### src/rtl/reflet_reg_bank.sv
// Parametrised register bank with per-bit RW / RO / sticky W1C kinds, write pulses and irq.
// Define REFLET_REG_BANK_READ_CLEAR_EN to make a bus read clear the W1C bits of the register read.
module reflet_reg_bank #(
  parameter int addr_size = 16,
  parameter int base_addr = 0,
  parameter int nb_regs   = 4,
  parameter int word_size = 8,
  parameter logic [nb_regs*word_size-1:0] default_value = '0,
  parameter logic [nb_regs*word_size-1:0] ro_mask       = '0,
  parameter logic [nb_regs*word_size-1:0] w1c_mask      = '0,
  parameter logic [nb_regs*word_size-1:0] irq_mask      = '0
) (
  input  logic                           clk,
  input  logic                           reset,
  input  logic                           enable,
  input  logic [addr_size-1:0]           addr,
  input  logic                           write_en,
  input  logic [word_size-1:0]           data_in,
  output logic [word_size-1:0]           data_out,
  input  logic [nb_regs*word_size-1:0]   hw_we,
  input  logic [nb_regs*word_size-1:0]   hw_data,
  input  logic [nb_regs*word_size-1:0]   hw_set,
  output logic [nb_regs*word_size-1:0]   data,
  output logic [nb_regs-1:0]             wr_pulse,
  output logic                           irq
);

  localparam int total_bits = nb_regs * word_size;

  logic [nb_regs-1:0]    sel;
  logic [nb_regs-1:0]    bus_wr;
  logic [nb_regs-1:0]    rd_clr;
  logic [total_bits-1:0] data_q;
  logic [total_bits-1:0] data_next;

  always_comb begin
    sel    = '0;
    bus_wr = '0;
    for (int i = 0; i < nb_regs; i++) begin
      sel[i]    = enable && (addr == addr_size'(base_addr + i));
      bus_wr[i] = sel[i] && write_en;
    end
  end

`ifdef REFLET_REG_BANK_READ_CLEAR_EN
  assign rd_clr = sel & ~{nb_regs{write_en}};
`else
  assign rd_clr = '0;
`endif

  always_comb begin
    data_out = '0;
    for (int i = 0; i < nb_regs; i++) begin
      if (sel[i]) begin
        data_out = data_q[i*word_size +: word_size];
      end
    end
  end

  // Set beats clear on W1C bits so no event is lost; hardware beats the bus on RW bits.
  always_comb begin
    data_next = data_q;
    for (int i = 0; i < nb_regs; i++) begin
      for (int b = 0; b < word_size; b++) begin
        if (w1c_mask[i*word_size+b]) begin
          if (hw_set[i*word_size+b]) begin
            data_next[i*word_size+b] = 1'b1;
          end else if ((bus_wr[i] && data_in[b]) || rd_clr[i]) begin
            data_next[i*word_size+b] = 1'b0;
          end
        end else if (hw_we[i*word_size+b]) begin
          data_next[i*word_size+b] = hw_data[i*word_size+b];
        end else if (!ro_mask[i*word_size+b] && bus_wr[i]) begin
          data_next[i*word_size+b] = data_in[b];
        end
      end
    end
  end

  always_ff @(posedge clk or negedge reset) begin
    if (!reset) begin
      data_q   <= default_value;
      wr_pulse <= '0;
      irq      <= 1'b0;
    end else begin
      data_q   <= data_next;
      wr_pulse <= bus_wr;
      irq      <= |(data_q & irq_mask & w1c_mask);
    end
  end

  assign data = data_q;

endmodule

### config.mk
export PLATFORM = sky130hd
export DESIGN_NAME = reflet_reg_bank
export DESIGN_NICKNAME = d
export VERILOG_FILES = /design/src/rtl/reflet_reg_bank.sv
export SDC_FILE = /design/constraint.sdc
export NUM_CORES = 1
export LEC_CHECK = 0
export CAP_MARGIN = 20
export CORE_MARGIN = 2
export CORE_UTILIZATION = 33
export CTS_BUF_LIST = sky130_fd_sc_hd__clkbuf_16
export DETAILED_ROUTE_END_ITERATION = 10
export PLACE_DENSITY = 0.84
export SLEW_MARGIN = 10
export SYNTH_ARGS = -nofsm -noshare
export SYNTH_HDL_FRONTEND = slang
export SYNTH_SLANG_ARGS = --single-unit
### constraint.sdc
create_clock -name clk -period 1.5 [get_ports clk]
set_input_delay 0.225 -clock clk [delete_from_list [all_inputs] [get_ports clk]]
set_output_delay 0.225 -clock clk [all_outputs]
set_load 0.05 [all_outputs]
# [Word level (Yosys, flattened, before mapping)]
# Index checks and enable logic that the tools add are counted.
[word_totals] ff_bits=36 out_inout_bits=45 elab_cells=145
[classes] eq_ne=3 mux=68 reduce_logical=41
[op_table] cell="1-bit two-way mux" n=64
[op_table] cell="2-bit nonzero test" n=32
[op_table] cell="16-bit by 2-bit == test with 1-bit output (second input constant)" n=2
[op_table] cell="8-bit two-way mux" n=4
[op_table] cell="16-bit by 1-bit == test with 1-bit output (second input constant)" n=1
[op_table] cell="16-bit zero test" n=1
[op_table] cell="1-bit logical AND" n=8

# [Logic depth before layout (Yosys ltp)]
[depth] ltp_word=6 mapped_depth=5 ltp_nobuf=4

# [Worst setup path before layout]
# Ideal clock, no wire load.
[synth_timing] kind="input -> output" from="input addr[6]" to="output data_out[0]" arrival_ps=1656 required_time_ps=1275 slack_ps=-381 stages=4 n_path_buf=1 path_cell_list="nor4_1 > nand4_1 > clkbuf_1 > nor2b_1"
[synth_via] elab_chain_cells=6 elab_cells_between_ends=12
[synth_lines] item="from (decl)" line="16" source="input logic [addr_size-1:0] addr,"
[synth_lines] item="16-bit zero test" line="40" source="sel[i] = enable && (addr == addr_size'(base_addr + i));"
[synth_lines] item="1-bit logical AND" line="40"
[synth_lines] item="8-bit two-way mux (3 in series)" line="54" source="if (sel[i]) begin"
[synth_lines] item="8-bit two-way mux (*)" line="54"
[synth_lines] item="to (decl)" line="19" source="output logic [word_size-1:0] data_out,"
# Mark *: on every way between the ends. The rest lies on a longest branch, timed or not.

# [Worst setup path in the final report]
[layout_timing] from="register data_q[29] (netlist: data[29])" to="output data_out[5]"
[layout_via] elab_chain_cells=1
[layout_lines] item="from (decl)" line="33" source="logic [total_bits-1:0] data_q;"
[layout_lines] item="from (signal assigned)" line="82" source="data_q <= default_value;"
[layout_lines] item="from (signal assigned)" line="86" source="data_q <= data_next;"
[layout_lines] item="8-bit two-way mux" line="54"
# No other way between the ends.

==> results.md <==
* First-pass GRT wire length at 14670 um
* Post-synth net total at approximately 320
* CTS tree: yes
* Crit path cell chain: mux4_2 > nor2b_4 > buf_12
* Synthesized flop and latch total at 36
* Buffer and inverter count on the worst path at 1
* Hold WS at 1.248 ps
* HP Class: in -> async
* Startpoint Class: flop
* Final Critical Period at roughly 1600 ps
* Drt total wl at 9505 um
* Initial antenna violation count at 0
* Vias in the first global route at 2821
* Post-synth top area cell: dfrtp_1
* Top cells by area, synth: dfrtp_1, a221o_1, nor2b_1
* Finished layout cell area at around 4400 um^2
* Outcome: finished, violations left
* Worst EP arrival at 1420 ps
* Endpoints failing hold at 0
* WL per Instance at 20.98 um
* CTS max path bufs at 2
* Grt ovf at 0
* Synth Area in Compound Gates at 15.53%
* Post-synthesis mux area share at 8.738%
* Final period util at 109.5%
* Worst EP required at 1270 ps
* CP Max Fanout at 2
* Root Driver: clkbuf_16
* Clock Skew at 0 ps
* Die area at 6896 um^2
* I/O pin total at between 150 and 200
* Simple-gate area share of the yosys netlist at 27.85%
* Crit Path Class: reg -> out
* Max-Cap Viols at 0
* Sequential share of the synthesized area at a little over two fifths
* Leak Pwr at roughly 1.9 nW
* Number of port buffers at approximately 140
* Area Overhead vs Synth at 115.2%
* Vias at 2610
* Die width at 83.05 um
* Clock transition at path regs at 50 ps
* EDFF count, synth at 0
* RSZ-0062 raised after global routing: true
* Delay of the slowest critical-path stage at 480 ps
* Layout net count at 502
* Top cells by count, synth: nor2b_1, dfrtp_1, nor4_1
* Ys Warns at 0
* Gr usage total at 27.07%
* Adder-cell share of the synthesized area at 0%
* ANT nets after route at 0
* Average size of a mapped cell at 10.80 um^2
* Die Y at 83.05 um
* Top FF cell, synth: dfrtp_1
* Num rows at 28
* Crit end category: primary output
* Violated checks: negative setup slack
* Largest net degree at the start of global routing at 37
* Fmax at a little over 600 MHz
* Worst skew pair latency at about 270 ps
* Cell family with most CP delay: multiplexers
* Yosys cell types at 18
* Placed Area at between 3000 and 4000 um^2
* Drt pass-1 iters at 4
* Synthesized instance count at 191
* Post-synth ARST share at 100.0%
* DRC Markers at 0
* Std-Cell Core Area at 5991 um^2
* Top-count cell post-synth: nor2b_1
* XOR/XNOR share of the synthesized area at 0%
* Post-route setup slack at -142.1 ps
* Inserted Diodes at 0
* Pwr per Cell Area at 740.1 nW/um^2
* Htree depth at 2
* Initial drt markers at 216
* Gp weighted congestion at between 0.8 and 0.9
* Synthesized area at around 2100 um^2
* HPWL Detailed at 6114 um
* CTS Buf Count at 5
* Via-to-Cell Ratio at roughly 5.8
* Endpoints failing setup at 40
* Main combinational cell family by area after synthesis: simple AND/OR/NAND/NOR gates
* Yosys top cell area share at 43.69%
* CTS sink count at 36
* Final Slew Violations at 0
* VDD IR max at about 0.00056 V
* Starting Density at 34.42%
* Slowest cell on the critical path: mux4_2
* Share of cells above drive strength 1 at 41.27%
## sequential cells by signal, indices dropped and copies added, names as in the netlist
register  cells
data         32
wr_pulse      4
## where the power goes
| part | leakage, nW | total (mW) | switching (mW) | internal [mW] |
|---|---|---|---|---|
| registers | 0.446 | 1.10 | 0.0487 | 1.05 |
| logic | 1.38 | 1.22 | 0.590 | 0.634 |
| clock network | 0.0709 | 0.963 | 0.367 | 0.596 |
| total | 1.90 | 3.28 | 1.01 | 2.28 |
## timing repair
| action | in CTS | in global routing |
|---|---|---|
| buffers inserted | 25 | 1 |
| endpoints found under the setup margin | 44 | 40 |
| hold endpoints to repair | 0 | 0 |
| gates cloned | 6 | 0 |
| hold buffers | 0 | 0 |
| pin swaps | 8 | 2 |
| gates resized for setup | 90 | 3 |
## layout by cell type (no fill, tap or decap), drive strengths merged, types with 2 or more instances in the layout
cell / synthesis / routed
buf: 11 / 113
clkdlybuf4s50: 0 / 72
nor2b: 40 / 40
dfrtp: 36 / 36
nor4: 35 / 35
a221o: 32 / 32
nand2: 11 / 11
mux4: 8 / 8
inv: 5 / 6
clkbuf: 3 / 5
clkdlybuf4s15: 0 / 5
or3: 4 / 5
nand2b: 2 / 2
dlygate4sd2: 0 / 2
## metrics by stage
step	instances	total power [mW]	setup TNS, ps	worst slack (ps)	util [%]
2_1_floorplan	191	1.624	-2566	-104.3	-
3_3_place_gp	414	2.212	-25090	-663.6	63.99
3_5_place_dp	414	2.232	-27690	-747.2	63.99
4_1_cts	452	3.275	-3618	-134.3	73.71
5_1_grt	453	3.401	-6350	-199.2	74.08
6_report	453	3.284	-3775	-142.1	74.08
## area by class of cell
cell class                      instances  area (um^2)
Sequential cell                        36        900.9
Tap cell                               75        93.84
Fill cell                             407         1553
Inverter                                5        18.77
Clock buffer                            5        125.1
Clock inverter                          2        8.758
Multi-Input combinational cell        137         1301
Timing Repair Buffer                  193         1989
## path summary, 6_finish.rpt
| kind | startpoint | to | slack (ps) | depth (start not counted) |
|---|---|---|---|---|
| max | data[29] | data_out[5] | -140 | 3 |
| min | reset | wr_pulse[0] | 1 | 2 |
| max reg2reg | data[25] | data[25] | 320 | 4 |
| min reg2reg | data[14] | data[14] | 670 | 2 |
| max in group asynchronous | reset | data[18] | 1150 | 2 |
| min in group clk | hw_data[14] | data[14] | 570 | 2 |
## logic make-up (layout without fill, tap and decap cells)
kind of cell,Yosys count,in the layout
other,1,1
and+or+nand+nor,95,96
DFF,36,36
muxes,8,8
AOI/OAI and AO/OA,32,32
buffers and inverters,19,205
## layer usage
metal / part of all wire (%) / global-route usage [%] / up-vias / routed length, um
met5: 0 / 0 / - / 0
li1: - / - / 1130 / -
met2: 51 / 48.09 / 158 / 4826
met3: 7.9 / 5.865 / 21 / 748
met4: 1.7 / 5.961 / 0 / 162
met1: 40 / 33.65 / 1301 / 3767
No activity file was read; power rests on OpenSTA's default activity.
